File: src/rtl/midi_packet_assembler.sv
`default_nettype none
// ============================================================================
// Module      : midi_packet_assembler
// Description : Turns a stream of received MIDI bytes into complete channel
//               messages (status + data bytes), with running status support.
// Revision    : 1.0 - initial release
// ============================================================================
module midi_packet_assembler #(
    parameter int BYTE_W      = 8,
    parameter bit VEL0_TO_OFF = 1'b1
) (
    input  logic              sys_clk,
    input  logic              sys_rst,
    input  logic [BYTE_W-1:0] rx_byte,
    input  logic              rx_valid,
    output logic [BYTE_W-1:0] MIDI_CMD,
    output logic [BYTE_W-1:0] MIDI_DAT_0,
    output logic [BYTE_W-1:0] MIDI_DAT_1,
    output logic              MIDI_PACKET_RDY,
    output logic              parse_err
);

    typedef enum logic [1:0] {
        IDLE    = 2'd0,
        WAIT_D0 = 2'd1,
        WAIT_D1 = 2'd2,
        SKIP    = 2'd3
    } state_t;

    localparam logic [BYTE_W-1:0] C_STATUS_MIN = BYTE_W'(8'h80);
    localparam logic [BYTE_W-1:0] C_COMMON_MIN = BYTE_W'(8'hF0);
    localparam logic [BYTE_W-1:0] C_RT_MIN     = BYTE_W'(8'hF8);
    localparam logic [BYTE_W-1:0] C_ON_TO_OFF  = BYTE_W'(8'h10);

    state_t              r_state_q, w_state_d;
    logic [BYTE_W-1:0]   r_rs_byte_q, w_rs_byte_d;
    logic                r_rs_valid_q, w_rs_valid_d;
    logic [BYTE_W-1:0]   r_d0_q, w_d0_d;
    logic [BYTE_W-1:0]   r_cmd_q, w_cmd_d;
    logic [BYTE_W-1:0]   r_dat0_q, w_dat0_d;
    logic [BYTE_W-1:0]   r_dat1_q, w_dat1_d;
    logic                r_rdy_q, w_rdy_d;
    logic                r_err_q, w_err_d;
    logic                r_pend_valid_q, w_pend_valid_d;
    logic [BYTE_W-1:0]   r_pend_cmd_q, w_pend_cmd_d;
    logic [BYTE_W-1:0]   r_pend_d0_q, w_pend_d0_d;
    logic [BYTE_W-1:0]   r_pend_d1_q, w_pend_d1_d;

    logic                w_is_data;
    logic                w_is_chan;
    logic                w_is_common;
    logic                w_rs_two;
    logic                w_done;
    logic [BYTE_W-1:0]   w_done_cmd;
    logic [BYTE_W-1:0]   w_done_d0;
    logic [BYTE_W-1:0]   w_done_d1;

    assign w_is_data   = (rx_byte < C_STATUS_MIN);
    assign w_is_chan   = !w_is_data && (rx_byte < C_COMMON_MIN);
    assign w_is_common = (rx_byte >= C_COMMON_MIN) && (rx_byte < C_RT_MIN);
    assign w_rs_two    = !((r_rs_byte_q[7:4] == 4'hC) || (r_rs_byte_q[7:4] == 4'hD));

    // Message parser: tracks position within the current channel message
    always_comb begin
        w_state_d    = r_state_q;
        w_rs_byte_d  = r_rs_byte_q;
        w_rs_valid_d = r_rs_valid_q;
        w_d0_d       = r_d0_q;
        w_err_d      = 1'b0;
        w_done       = 1'b0;
        w_done_d0    = '0;
        w_done_d1    = '0;
        if (rx_valid) begin
            if (w_is_chan) begin
                w_err_d      = (r_state_q == WAIT_D0) || (r_state_q == WAIT_D1);
                w_rs_byte_d  = rx_byte;
                w_rs_valid_d = 1'b1;
                w_state_d    = WAIT_D0;
            end else if (w_is_common) begin
                w_rs_valid_d = 1'b0;
                w_state_d    = SKIP;
            end else if (w_is_data) begin
                case (r_state_q)
                    IDLE, WAIT_D0: begin
                        if ((r_state_q == WAIT_D0) || r_rs_valid_q) begin
                            if (w_rs_two) begin
                                w_d0_d    = rx_byte;
                                w_state_d = WAIT_D1;
                            end else begin
                                w_done    = 1'b1;
                                w_done_d0 = rx_byte;
                                w_state_d = IDLE;
                            end
                        end
                    end
                    WAIT_D1: begin
                        w_done    = 1'b1;
                        w_done_d0 = r_d0_q;
                        w_done_d1 = rx_byte;
                        w_state_d = IDLE;
                    end
                    default: ;
                endcase
            end
        end
    end

    assign w_done_cmd = (VEL0_TO_OFF && (r_rs_byte_q[7:4] == 4'h9) && (w_done_d1 == '0))
                        ? (r_rs_byte_q & ~C_ON_TO_OFF) : r_rs_byte_q;

    // A completion landing right after a pulse is parked one cycle so RDY never repeats
    always_comb begin
        w_cmd_d        = r_cmd_q;
        w_dat0_d       = r_dat0_q;
        w_dat1_d       = r_dat1_q;
        w_rdy_d        = 1'b0;
        w_pend_valid_d = r_pend_valid_q;
        w_pend_cmd_d   = r_pend_cmd_q;
        w_pend_d0_d    = r_pend_d0_q;
        w_pend_d1_d    = r_pend_d1_q;
        if (!r_rdy_q && r_pend_valid_q) begin
            w_cmd_d        = r_pend_cmd_q;
            w_dat0_d       = r_pend_d0_q;
            w_dat1_d       = r_pend_d1_q;
            w_rdy_d        = 1'b1;
            w_pend_valid_d = 1'b0;
        end else if (!r_rdy_q && w_done) begin
            w_cmd_d  = w_done_cmd;
            w_dat0_d = w_done_d0;
            w_dat1_d = w_done_d1;
            w_rdy_d  = 1'b1;
        end
        if (w_done && (r_rdy_q || r_pend_valid_q)) begin
            w_pend_valid_d = 1'b1;
            w_pend_cmd_d   = w_done_cmd;
            w_pend_d0_d    = w_done_d0;
            w_pend_d1_d    = w_done_d1;
        end
    end

    always_ff @(posedge sys_clk) begin
        if (sys_rst) begin
            r_state_q      <= IDLE;
            r_rs_byte_q    <= '0;
            r_rs_valid_q   <= 1'b0;
            r_d0_q         <= '0;
            r_cmd_q        <= '0;
            r_dat0_q       <= '0;
            r_dat1_q       <= '0;
            r_rdy_q        <= 1'b0;
            r_err_q        <= 1'b0;
            r_pend_valid_q <= 1'b0;
            r_pend_cmd_q   <= '0;
            r_pend_d0_q    <= '0;
            r_pend_d1_q    <= '0;
        end else begin
            r_state_q      <= w_state_d;
            r_rs_byte_q    <= w_rs_byte_d;
            r_rs_valid_q   <= w_rs_valid_d;
            r_d0_q         <= w_d0_d;
            r_cmd_q        <= w_cmd_d;
            r_dat0_q       <= w_dat0_d;
            r_dat1_q       <= w_dat1_d;
            r_rdy_q        <= w_rdy_d;
            r_err_q        <= w_err_d;
            r_pend_valid_q <= w_pend_valid_d;
            r_pend_cmd_q   <= w_pend_cmd_d;
            r_pend_d0_q    <= w_pend_d0_d;
            r_pend_d1_q    <= w_pend_d1_d;
        end
    end

    assign MIDI_CMD        = r_cmd_q;
    assign MIDI_DAT_0      = r_dat0_q;
    assign MIDI_DAT_1      = r_dat1_q;
    assign MIDI_PACKET_RDY = r_rdy_q;
    assign parse_err       = r_err_q;

endmodule
`default_nettype wire

File: config.mk
export PLATFORM = sky130hd
export DESIGN_NAME = midi_packet_assembler
export DESIGN_NICKNAME = d
export VERILOG_FILES = /design/src/rtl/midi_packet_assembler.sv
export SDC_FILE = /design/constraint.sdc
export NUM_CORES = 1
export LEC_CHECK = 0
export BUFFER_PORTS_ARGS = -buffer_cell sky130_fd_sc_hd__buf_2
export CORE_ASPECT_RATIO = 1.75
export CORE_MARGIN = 4
export CORE_UTILIZATION = 50
export DETAILED_ROUTE_END_ITERATION = 16
export PLACE_DENSITY = 0.7
export SYNTH_ARGS = -nofsm -noshare
export SYNTH_HDL_FRONTEND = slang
export SYNTH_SLANG_ARGS = --single-unit
export TNS_END_PERCENT = 5
File: constraint.sdc
create_clock -name sys_clk -period 2.45 [get_ports sys_clk]
set_input_delay 0.245 -clock sys_clk [delete_from_list [all_inputs] [get_ports sys_clk]]
set_output_delay 0.245 -clock sys_clk [all_outputs]
set_load 0.005 [all_outputs]
### After elaboration in Yosys (flattened, before gate mapping)

Index checks and enable logic that the tools add are counted.

| operators by class | value |
|---|---|
| add/subtract/negate cells | 0 |
| $mul | 0 |
| div/mod/pow operators | 0 |
| $lt $le $gt $ge | 4 |
| equality and inequality tests | 6 |
| shifts and indexed selects | 0 |
| muxes and demuxes | 38 |
| bitwise logic cells | 4 |
| reduce and logical (&&, ||, !) cells | 25 |

Operators with widths:

| cell | count |
|---|---|
| 2-to-1 mux 8 bit | 17 |
| less-than comparator 8 bit (second input constant) | 3 |
| one-hot mux 8 bit (2 select lines) | 1 |
| equality test 4 bit (second input constant) | 3 |
| 2-to-1 mux 1 bit | 12 |
| 2-to-1 mux 2 bit | 5 |
| greater-or-equal comparator 8 bit (second input constant) | 1 |
| zero test 8 bit | 1 |
| AND reduction 7 bit | 1 |
| logical AND 1 bit | 6 |
| nonzero test 2 bit | 3 |
| 2-to-1 mux 5 bit | 1 |
| logical OR 1 bit | 4 |
| inequality test 4 bit (second input constant) | 1 |
| NOT 1 bit | 4 |
| one-hot mux 2 bit (2 select lines) | 1 |
| AND reduction 2 bit | 2 |
| AND reduction 4 bit | 1 |
| nonzero test 4 bit | 1 |
| nonzero test 3 bit | 1 |
| OR reduction 3 bit | 1 |
| equality test 2 x 1 -> 1 bit (second input constant) | 1 |
| equality test 2 bit (second input constant) | 1 |
| zero test 1 bit | 2 |
| other kinds (3) | 3 |

| storage, ports and cells | value |
|---|---|
| bits in registers | 70 |
| bits in latches | 0 |
| RAM bits | 0 |
| memory bits (read-only) | 0 |
| output and inout port bits | 26 |
| logic and storage cells | 90 |
| memories kept | 0 |

### Longest topological paths before layout

Gate-level depths: netlist (run 1).

| depth | value |
|---|---|
| depth after elaboration | 12 |
| depth in mapped cells | 9 |
| gate-level depth less buffers | 6 |

### Worst setup path before layout (run 1)

OpenSTA, ideal clock, no wires.

| timing | value |
|---|---|
| path kind | reg-to-reg |
| from | reg r_state_q[1] |
| to | reg r_cmd_q[0], in the netlist MIDI_CMD[0] |
| library setup time | 0.119 ns |
| data arrival time | 1.880 ns |
| slack | 0.451 ns |
| stages on the path, launching flop included | 9 |
| buffers on the path | 2 |
| period minus slack after synthesis | 1.999 ns |
| path through | dfxtp_1 -> buf_2 -> inv_1 -> ha_1 -> or2_2 -> a211oi_2 -> nor3_2 -> buf_4 -> o221a_2 |

| on the way | value |
|---|---|
| cells in the longest elaborated chain, start to end | 10 |

Ends and longest elaborated chain:

| item | RTL line | source |
|---|---|---|
| from (decl) | 35 | `state_t r_state_q, w_state_d;` |
| from (signal assigned) | 157 | `r_state_q <= w_state_d;` |
| equality test 2 x 1 -> 1 bit | 83, 85 |  |
| logical OR 1 bit | 85 | `if ((r_state_q == WAIT_D0) \|\| r_rs_valid_q) begin` |
| 2-to-1 mux 1 bit | 85 |  |
| one-hot mux 1 bit (2 select lines) * | 83 | `case (r_state_q)` |
| 2-to-1 mux 1 bit * | 82 | `end else if (w_is_data) begin` |
| 2-to-1 mux 1 bit * | 79 | `end else if (w_is_common) begin` |
| 2-to-1 mux 1 bit * | 74 | `if (w_is_chan) begin` |
| 2-to-1 mux 1 bit * | 73 | `if (rx_valid) begin` |
| logical AND 1 bit * | 127 | `end else if (!r_rdy_q && w_done) begin` |
| nonzero test 2 bit (no source line) * | n/a |  |
| to (signal assigned) | 161 | `r_cmd_q <= w_cmd_d;` |
| to (decl) | 39 | `logic [BYTE_W-1:0] r_cmd_q, w_cmd_d;` |

Mark *: on every way between the ends. The rest lies on a longest branch, timed or not.
A chain may end at the register's enable or synchronous reset.

### Worst setup path in the final report (run 1)

Same ends and word-level chain as after synthesis.

==> impl_results.md, run 1 <==
- Run status: completed
- Register area share after synthesis: a little over two fifths
- Starting DRT DRC Count: 215
- Gr usage total: around 23%
- Post-route DRC violation count: 0
- Headroom to the max-slew limit: approximately half
- Crit Path Max Fanout: 16
- # fillers: 585
- Crit Path Category: reg2reg
- ANT cells: 0
- I/O Pins: 37
- Total power: ~2400 uW
- Synth warnings: 0
- Largest net degree at the start of global routing: 43
- Clock network fraction of total power: 41.4%
- Vias in the first global route: between 2000 and 3000
- Synth area leaders: dfxtp_1 44%, nor2_1 4.9%, a21oi_1 4.4%
- Leakage power: between 0.001 and 0.0015 uW
- Share of cells above drive strength 1: 22.28%
- Placed Instances: roughly 450
- DRT antenna net count: 0
- Area growth syn-to-layout: 11.34%
- CTS H-tree depth: 3
- RSZ-0062 raised after global routing: no
- DIE HEIGHT: between 100 and 150 um
- Slew @ Worst Pin: between 0.7 and 0.8 ns
- Maxcap violations: 0
- Via count: about 2700
- TritonCTS clock tree: done
- Via density: ~6
- Setup Viol. Count Final: 0
- Power per cell area: around 680 nW/um2
- Wirelength per Cell: 16.81 um
- Max VDD drop: approximately 0.00035 V
- Final period util: between 70% and 80%
- Syn Inst Count: roughly 360
- Post-DP HPWL: 5411 um
- Synth area leader: dfxtp_1
- Post-CTS Setup Inserts: 0
- Inserted Clock Buffers: 9
- Synth Cell Area: between 3000 and 4000 um2
- Worst hold path class: in2reg
- GRT overflow: 0
- Register area: between 1000 and 1500 um2
- Clock transition at the registers of the reported paths: about 0.070 ns
- Crit path DAT: 2.15 ns
- Die area: 7792 um2
- Library cells used by synthesis: 59
- Clock latency on the worst-skew pair: 0.35 ns
- Net switching power: ~580 uW
- Number of synthesized flops with an enable pin: 0
- Post-CTS Hold Fix Bufs: 0
- CTS root buf: clkbuf_8
- # rows: 38
- FMAX: between 500 and 600 MHz
- CTS max path bufs: 2
- Core Area: between 6000 and 7000 um2
- Startpoint Class: register
- Final wirelength: between 7000 and 8000 um
- Synth top area share: between 40% and 50%
- Pre-Repair DR Iteration Count: 5
- Async S/R FF share, synth: 0%
- Initial antenna violation count: 0
- Sw frac: between 20% and 30%
- Worst endpoint required time: around 2.7 ns
- Multi-input logic area: 1584 um2
- Syn_nets: ~370
- Comb pwr share: 9.3%
- Routability cong.: about 0.92
- Sequential share of power: between 40% and 50%
- Hold Fails Final Rpt: 0
- Port Buffers: 36
- Synth Area per Inst: roughly 8.9 um2
- Setup Skew: ~0.0068 ns
- Overall die width: 68.47 um
- Internal: between 1500 and 2000 uW
- Post-layout minimum cycle time: roughly 1.9 ns
- Final cell count without fillers: between 400 and 500
- Synthesized flop and latch total: 70
- Setup TNS: 0 ns
- Clock sink count: 70
- First-pass GRT wire length: about 13000 um
- Initial Util: 51.37%
- CP endpoint kind: register
- CTS resizes: 0
- Main flop type after synthesis: dfxtp_1
- Nets: about 400
- Slew Viols, Final: 0
-- stage by stage --
stage | util (%) | cell area (um2) | hold slack (ns) | setup slack (ns)
2_1_floorplan | - | 3199 | 0.3810 | 0.4509
3_3_place_gp | 53.70 | 3344 | 0.4428 | 0.5990
3_5_place_dp | 53.70 | 3344 | 0.4479 | 0.5617
4_1_cts | 57.19 | 3562 | 0.1802 | 0.5361
5_1_grt | 57.19 | 3562 | 0.2001 | 0.3105
6_report | 57.19 | 3562 | 0.2077 | 0.5379
-- placed cells by master (no fill, tap or decap), types with 9 or more instances in the layout --
master / synthesis / layout
a21oi_1: 28 / 28
a31oi_1: 9 / 9
buf_2: 6 / 36
clkbuf_8: 0 / 13
dfxtp_1: 70 / 70
nand2_1: 26 / 26
nand2b_1: 10 / 10
nand3_1: 16 / 16
nor2_1: 42 / 42
o21ai_0: 17 / 17
o221a_2: 12 / 12
-- power groups by stage --
stage	Clock [uW]	Combinational [uW]	Sequential [uW]
5_1_grt	1060	248	1190
4_1_cts	1020	223	1190
2_1_floorplan	0	161	1210
3_5_place_dp	0	222	1220
6_report	998	224	1190
3_3_place_gp	0	219	1220
-- critical path, stage by stage (launching register included) --
cell and delay (ns):
dfxtp_1 0.33, inv_1 0.06, ha_1 0.22, or2_2 0.31
a211oi_2 0.30, nor3_2 0.08, buf_4 0.21, o221a_2 0.28
-- Yosys cell counts, types with 3 or more instances --
master	n
dfxtp_1	70
nor2_1	42
a21oi_1	28
nand2_1	26
o21ai_0	17
nand3_1	16
o221a_2	12
clkbuf_1	11
nand2b_1	10
a31oi_1	9
a32oi_1	7
and2_1	7
buf_6	7
mux2i_1	7
o22ai_1	7
buf_2	6
inv_1	6
or2_1	6
a2111oi_1	5
nor3b_1	5
a21o_1	4
ha_1	4
nor2b_1	3
or2_2	3
-- routing by layer --
| layer | GRT usage (%) | wire, um |
|---|---|---|
| met3 | 4.532 | 409 |
| met4 | 12.08 | 181 |
| met2 | 35.42 | 3937 |
| met1 | 28.63 | 3307 |
| met5 | 0 | 0 |
-- worst paths after layout --
kind                                from  cells after the start                           to  slack, ns
min reg2reg  r_rs_byte_q[4]$_SDFFE_PP0P_                      2  r_rs_byte_q[4]$_SDFFE_PP0P_       0.46
max reg2reg    r_state_q[1]$_SDFFE_PP0P_                      7     MIDI_CMD[0]$_SDFFE_PP0P_       0.54
min                           rx_byte[2]                      3  r_rs_byte_q[2]$_SDFFE_PP0P_       0.21
max            r_state_q[1]$_SDFFE_PP0P_                      7     MIDI_CMD[0]$_SDFFE_PP0P_       0.54
-- flip-flops by register name (all words and copies together) (netlist names) --
register,count
MIDI_DAT_0,8
MIDI_DAT_1,8
parse_err,1
r_rs_byte_q,8
MIDI_CMD,8
r_pend_valid_q,1
r_pend_d1_q,8
r_state_q,2
r_d0_q,8
r_rs_valid_q,1
r_pend_cmd_q,8
r_pend_d0_q,8
MIDI_PACKET_RDY,1
-- kinds of logic (layout without fill, tap and decap cells) --
group | after synthesis | in the layout | synth area share (%)
compound gates | 108 | 108 | 24.95
fa+ha+maj | 4 | 4 | 1.564
mux | 7 | 7 | 2.190
simple gates | 132 | 132 | 20.81
buf+inv | 37 | 65 | 6.688
flops | 70 | 70 | 43.80
-- area by class of cell --
| type | count | area share [%] |
|---|---|---|
| inverter | 7 | 0.7376 |
| timing repair buffer | 43 | 6.533 |
| clock buffer | 13 | 5.023 |
| sequential | 70 | 39.34 |
| clock inverter | 2 | 1.089 |
| multi-input combinational | 251 | 44.47 |
| tap | 80 | 2.810 |
(Power assumes the default switching activity.)
==> run 2: changes to the inputs <==
ABC_AREA = 1   (was default)
PLACE_DENSITY = 0.73   (was 0.7)
clock period = 1.5 ns   (was 2.45 ns; I/O delays follow)
==> run 2 against run 1 <==
Against the previous run: the flow now finishes with violations (setup timing); clock skew down 0.0029 ns; clock power up 100%; sequential power up 65%; utilization up 10 points; non-clock buffer count up 31; synthesized area down 4.2%; design area up 12%; register-to-register slack worse by 0.63 ns; global-route usage down 0.54 points.
==> impl_results.md, run 2 <==
- Run status: finished, violations left
- Failing checks: setup timing
- Synth area leader: dfxtp_1
- I/O Pins: 37 (unchanged)
- DRT antenna net count: 0 (unchanged)
- Main flop type after synthesis: dfxtp_1
- Internal: 3435 uW (+87%)
- Crit path DAT: 1.83 ns (-0.32 ns)
- Most common cell after layout, fill and taps aside: dfxtp_1
- Syn_nets: 407 (+9.1%)
- CTS max path bufs: 2 (unchanged)
- RSZ-0062 raised after global routing: yes
- Post-route DRC violation count: 0 (unchanged)
- Slew Viols, Final: 0 (unchanged)
- Net switching power: 1031 uW (+79%)
- Number of synthesized flops with an enable pin: 0 (unchanged)
- FMAX: 630.1 MHz (+20%)
- Syn Inst Count: 392 (+9.5%)
- # rows: 37 (-2.6%)
- Maxcap violations: 0 (unchanged)
- Nets: 473 (+19%)
- Area growth syn-to-layout: 29.84%
- Register area share after synthesis: 45.71% (+1.9 points)
- Setup TNS: -0.4259 ns (-0.4259 ns)
- Largest net degree at the start of global routing: 53 (+23%)
- Placed cell area: 3535 um2 (+5.7%)
- Sequential share of power: 43.8% (-5.6 points)
- Final wirelength: 7942 um (+1.4%)
- Largest family of logic cells by synthesized area: compound AO/OA/AOI/OAI gates
- Worst endpoint required time: 1.74 ns (-0.95 ns)
- Top cells by instance count after synthesis: 70 x dfxtp_1, 65 x nor2_1, 58 x o21ai_0
- Core Area: 5926 um2 (-4.9%)
- Power per cell area: 1122 nW/um2 (+66%)
- Startpoint Class: register
- Post-CTS Hold Fix Bufs: 0 (unchanged)
- Synth Cell Area: 3065 um2 (-4.2%)
- Post-synthesis compound-gate area fraction: 22.37% (-2.6 points)
- Synth warnings: 0 (unchanged)
- Post-Synth XOR/XNOR Area: 0% (unchanged)
- Clock sink count: 70 (unchanged)
- Crit Path Category: reg2reg
- Crit Path Max Fanout: 18 (+2)
- Top-count cell post-synth: dfxtp_1
- TritonCTS clock tree: done
- CTS H-tree depth: 3 (unchanged)
- Wirelength per Cell: 14.68 um (-13%)
- Via density: 5.285 (-9.8%)
- Synth top area share: 45.71% (+1.9 points)
- Leakage power: 0.001841 uW (+33%)
- Async S/R FF share, synth: 0% (unchanged)
- Worst hold path class: in2reg
- Post-DP HPWL: 5398 um (-0.23%)
- Hold Fails Final Rpt: 0 (unchanged)
- Max VDD drop: 0.0008565 V (+150%)
- GRT overflow: 0 (unchanged)
- Initial Util: 51.73% (+0.37 points)
- Clock transition at the registers of the reported paths: 0.07 ns (about the same)
- Vias in the first global route: 2681 (+1.4%)
- CTS root buf: clkbuf_8
- Clock network fraction of total power: 45.3% (+3.9 points)
- ANT cells: 0 (unchanged)
- Headroom to the max-slew limit: 80.23% (+29 points)
- Overall die width: 67.19 um (-1.9%)
- Setup Viol. Count Final: 19 (+19)
- Via count: 2859 (+4.8%)
- Post-synthesis simple-gate area fraction: 22.33% (+1.5 points)
- Adder-Cell Fraction of Synth Area: 1.633% (+0.068 points)
- Die area: 7497 um2 (-3.8%)
- Starting DRT DRC Count: 221 (+2.8%)
- Routability cong.: 0.8798 (-4.0%)
- Port Buffers: 36 (unchanged)
- Library cells used by synthesis: 30 (-49%)
- Final Cell Area: 3980 um2 (+12%)
- Initial antenna violation count: 0 (unchanged)
- Post-synthesis mux area share: 0% (-2.2 points)
- Post-layout minimum cycle time: 1.587 ns (-0.3250 ns)
- Final period util: 105.8% (+28 points)
- Comb pwr share: 10.9% (+1.6 points)
- Synthesized flop and latch total: 70 (unchanged)
- Pre-Repair DR Iteration Count: 4 (-1)
- Setup Skew: 0.003885 ns (-0.002878 ns)
- Synth Area per Inst: 7.820 um2 (-12%)
- Slew @ Worst Pin: 0.2941 ns (-0.4447 ns)
- Sw frac: 23.08% (-0.81 points)
- Commonest non-fill, non-tap cells in the layout: 68 x dfxtp_1, 54 x nor2_1, 43 x nand2_1, 43 x o21ai_0, 36 x buf_2
- CP endpoint kind: register
- Synth area leaders: dfxtp_1 46%, o21ai_0 9.5%, nor2_1 8.0%
- PnR worst setup slack: -0.08708 ns (-0.6250 ns)
- Inserted Clock Buffers: 9 (unchanged)
- Share of cells above drive strength 1: 33.05% (+11 points)
- DIE HEIGHT: 111.6 um (-2.0%)
- Gr usage total: 22.14% (-0.54 points)
- Clock latency on the worst-skew pair: 0.35 ns (about the same)
- First-pass GRT wire length: 12590 um (-5.7%)
-- run 2: metrics by stage --
| stage | power (uW) | worst slack (ns) | cells | utilization [%] | hold WS (ns) |
|---|---|---|---|---|---|
| after detailed placement | 2441 | -0.06993 | 519 | 59.65 | 0.4449 |
| after floorplan | 2250 | -0.01728 | 392 | - | 0.3178 |
| after CTS | 4467 | 0.001869 | 535 | 64.65 | 0.1178 |
| after global placement | 2430 | -0.05140 | 519 | 59.65 | 0.4333 |
| final | 4466 | -0.08708 | 541 | 67.17 | 0.1282 |
| after global routing | 4624 | -0.1397 | 541 | 67.17 | 0.1217 |
-- run 2: routing by layer --
layer	vias up	wire length [um]	GRT usage (%)
met4	0	182	8.130
li1	1432	-	-
met5	-	0	0
met1	1349	3124	25.78
met3	14	361	5.853
met2	64	4273	37.78
-- run 2: repair_timing --
item                                    4_1_cts  5_1_grt
setup buffers                                 0        6
hold endpoints to repair                      0        0
endpoints found under the setup margin       19       56
pin swaps                                     2       10
resized for setup                            13       44
-- run 2: critical path, cell delays in order (launching register included) --
cell,delay [ns]
dfxtp_4,0.35
buf_4,0.15
a21oi_4,0.16
buf_4,0.16
nand2_4,0.06
nor2_8,0.14
buf_4,0.15
inv_8,0.06
o21ai_2,0.17
a21oi_2,0.06
-- run 2: path summary, 6_finish.rpt --
kind	startpoint	to	slack [ns]	depth (start not counted)
max reg2reg	r_state_q[1]$_SDFFE_PP0P_	r_pend_cmd_q[5]$_SDFFE_PP0P_	-0.09	9
min	rx_valid	r_state_q[0]$_SDFFE_PP0P_	0.13	3
min reg2reg	r_pend_cmd_q[6]$_SDFFE_PP0P_	r_pend_cmd_q[6]$_SDFFE_PP0P_	0.45	2
max	r_state_q[1]$_SDFFE_PP0P_	r_pend_cmd_q[5]$_SDFFE_PP0P_	-0.09	9
-- run 2: cell families after synthesis --
family / Yosys count
DFF: 70
adders and majority gates: 4
buffers and inverters: 50
AOI/OAI and AO/OA: 125
and+or+nand+nor: 143
-- run 2: power groups by stage --
stage	sequential (uW)	clock, uW	combinational, uW
finish	1960	2020	488
global placement	1990	0	437
floorplan	2000	0	250
global route	1960	2120	539
CTS	1950	2060	460
detailed placement	1990	0	447
-- run 2: layout make-up --
type / instances / area [um2]
sequential: 70 / 1406
inverter: 31 / 128.9
timing repair buffer: 74 / 543.0
multi-input combinational: 272 / 1535
tap: 78 / 97.59
clock inverter: 6 / 131.4
clock buffer: 10 / 137.6
fill: 527 / 1946
==> run 3: changes to the inputs <==
CTS_CLUSTER_SIZE = 8   (was default)
SETUP_SLACK_MARGIN = 0.2   (was default)
SKIP_LAST_GASP = 1   (was default)
==> run 3 against run 2 <==
Against the previous run: the flow still finishes with violations (setup timing); flip-flop and latch count unchanged; critical path depth increased by 2; power fell by 16%; clock-buffer cell count increased by 1; utilization is 3.0 points lower; global-route usage is 0.056 points higher; setup slack improved by 0.057 ns; first-iteration DRC count up 19%; non-clock buffer count shrank 10; register-to-register slack better by 0.06 ns; largest cell class unchanged.
==> impl_results.md, run 3 (synthesis gave the netlist of run 2 again) <==
- RSZ-0062 raised after global routing: yes
- Power per cell area: 982.9 nW/um2 (-12%)
- Post-route DRC violation count: 0 (unchanged)
- Pre-Repair DR Iteration Count: 5 (+1)
- Die area: 7497 um2 (unchanged)
- Core Area: 5926 um2 (unchanged)
- Crit Path Max Fanout: 19 (+1)
- Via density: 5.279 (-0.11%)
- TritonCTS clock tree: done
- Critical Path Max Stage Delay: 0.37 ns (+0.02 ns)
- Leakage power: 0.001747 uW (-5.1%)
- Total power: 3740 uW (-16%)
- DIE HEIGHT: 111.6 um (unchanged)
- Setup Viol. Count Final: 9 (-10)
- Clock latency on the worst-skew pair: 0.35 ns (about the same)
- Clock sink count: 70 (unchanged)
- Inserted Clock Buffers: 9 (unchanged)
- Slew Viols, Final: 0 (unchanged)
- Largest net degree at the start of global routing: 53 (unchanged)
- # rows: 37 (unchanged)
- Wirelength per Cell: 14.28 um (-2.7%)
- Max VDD drop: 0.0004681 V (-45%)
- CTS root buf: clkbuf_8
- Via count: 2803 (-2.0%)
- Multi-input logic area: 1549 um2 (+0.90%)
- Startpoint Class: register
- Share of cells above drive strength 1: 31.79% (-1.3 points)
- CP endpoint kind: register
- GRT overflow: 0 (unchanged)
- Area growth syn-to-layout: 24.12%
- Largest delay share family, worst path: simple AND/OR/NAND/NOR gates
- Placed Instances: 515 (-0.77%)
- Setup crit start: r_state_q[1]$_SDFFE_PP0P_
- Setup TNS: -0.1485 ns (+0.2774 ns)
- Reg-to-Reg Start: r_state_q[1]$_SDFFE_PP0P_
- ANT cells: 0 (unchanged)
- Slew @ Worst Pin: 0.4124 ns (+0.1183 ns)
- Register area: 1409 um2 (+0.18%)
- Final wirelength: 7583 um (-4.5%)
- Nets: 463 (-2.1%)
- CTS H-tree depth: 3 (unchanged)
- Hold_sp: rx_valid
- Failing checks: setup timing
- Run status: finished, violations left
- Worst endpoint required time: 1.74 ns (about the same)
- Hold Fails Final Rpt: 0 (unchanged)
- CTS max path bufs: 2 (unchanged)
- CP max-delay cell: dfxtp_4
- Worst hold path class: in2reg
- Initial antenna violation count: 0 (unchanged)
- Crit path DAT: 1.77 ns (-0.06 ns)
- Finished Core Util: 64.21% (-3.0 points)
- Crit-path cells: inv_4 > ha_4 > nor2_4 > inv_2 > nand2_4 > nand2_4 > nand2_4 > nor2_8 > buf_12 > a21oi_2 > o21a_1
- Post-DP HPWL: 5550 um (+2.8%)
- Vias in the first global route: 2730 (+1.8%)
- Port Buffers: 36 (unchanged)
- Setup Skew: 0.009719 ns (+0.005834 ns)
- Routability cong.: 0.9858 (+12%)
- Final cell count without fillers: 531 (-1.8%)
- Headroom to the max-slew limit: 72.48% (-7.7 points)
- Maxcap violations: 0 (unchanged)
- Crit Path Category: reg2reg
- Starting DRT DRC Count: 263 (+19%)
- FMAX: 653.6 MHz (+3.7%)
- Initial Util: 51.73% (unchanged)
- Post-CTS Setup Inserts: 0 (unchanged)
- Worst path buffer plus inverter count: 3 (-1)
- Gr usage total: 22.20% (+0.056 points)
- Final hold slack: 0.1167 ns (-0.01155 ns)
- PnR worst setup slack: -0.02998 ns (+0.05710 ns)
- # fillers: 571 (+8.3%)
- Overall die width: 67.19 um (unchanged)
- Most common cell after layout, fill and taps aside: dfxtp_1
- First-pass GRT wire length: 12630 um (+0.28%)
- I/O Pins: 37 (unchanged)
- Commonest non-fill, non-tap cells in the layout: 68 x dfxtp_1, 59 x nor2_1, 42 x nand2_1
- Most common cell on crit path: nand2_4
- Final period util: 102.0% (-3.8 points)
- Clock transition at the registers of the reported paths: 0.07 ns (about the same)
- Post-layout minimum cycle time: 1.530 ns (-0.05710 ns)
- DRT antenna net count: 0 (unchanged)
==> run 3: cell type report <==
| type | count | area share (%) |
|---|---|---|
| multi-input cells | 272 | 40.71 |
| inverters | 31 | 3.321 |
| well taps | 78 | 2.565 |
| clock inverters | 5 | 0.6577 |
| flip-flops and latches | 70 | 37.03 |
| clock buffers | 11 | 3.716 |
| repair buffers | 64 | 12.00 |
==> run 3: metal layers <==
layer	part of all wire, %	vias up	GRT usage, %
met1	39	1285	25.64
met5	0	-	0
met2	51	77	35.87
met3	4.6	26	5.651
li1	-	1415	-
met4	4.9	0	13.01
==> run 3: worst register-to-register path, stage by stage, from the launching register on <==
cell	delay [ns]
dfxtp_4	0.37
inv_4	0.07
ha_4	0.14
nor2_4	0.04
inv_2	0.06
nand2_4	0.05
nand2_4	0.09
nand2_4	0.07
nor2_8	0.15
buf_12	0.19
a21oi_2	0.07
o21a_1	0.11
==> run 3: repair_timing <==
action                                 CTS  global route
hold buffers                             0             0
pin swaps                                1             2
setup endpoints to repair               60            60
gates cloned                             0             0
endpoints found under the hold margin    0             0
resized for setup                       22            25
==> run 3: final timing paths <==
check / end / slack (ns) / cells past startpoint
min: r_state_q[0]$_SDFFE_PP0P_ / 0.12 / 3
min reg2reg: r_pend_cmd_q[6]$_SDFFE_PP0P_ / 0.45 / 2
max reg2reg: r_pend_d0_q[1]$_SDFFE_PP0P_ / -0.03 / 11
max: r_pend_d0_q[1]$_SDFFE_PP0P_ / -0.03 / 11
==> run 3: power breakdown <==
group / switching, uW / leakage (uW) / internal (uW)
combinational: 279 / 0.00109 / 187
clock: 683 / 0.0000926 / 630
sequential: 42.4 / 0.000569 / 1920
total: 1000 / 0.00175 / 2740
==> run 3: per-stage QoR <==
stage          instance area, um2  setup slack (ns)
6_report                     3805          -0.02998
5_1_grt                      3805          -0.08504
4_1_cts                      3774         -0.008052
3_5_place_dp                 3556          -0.05806
3_3_place_gp                 3556          -0.03419
2_1_floorplan                3138           0.05824
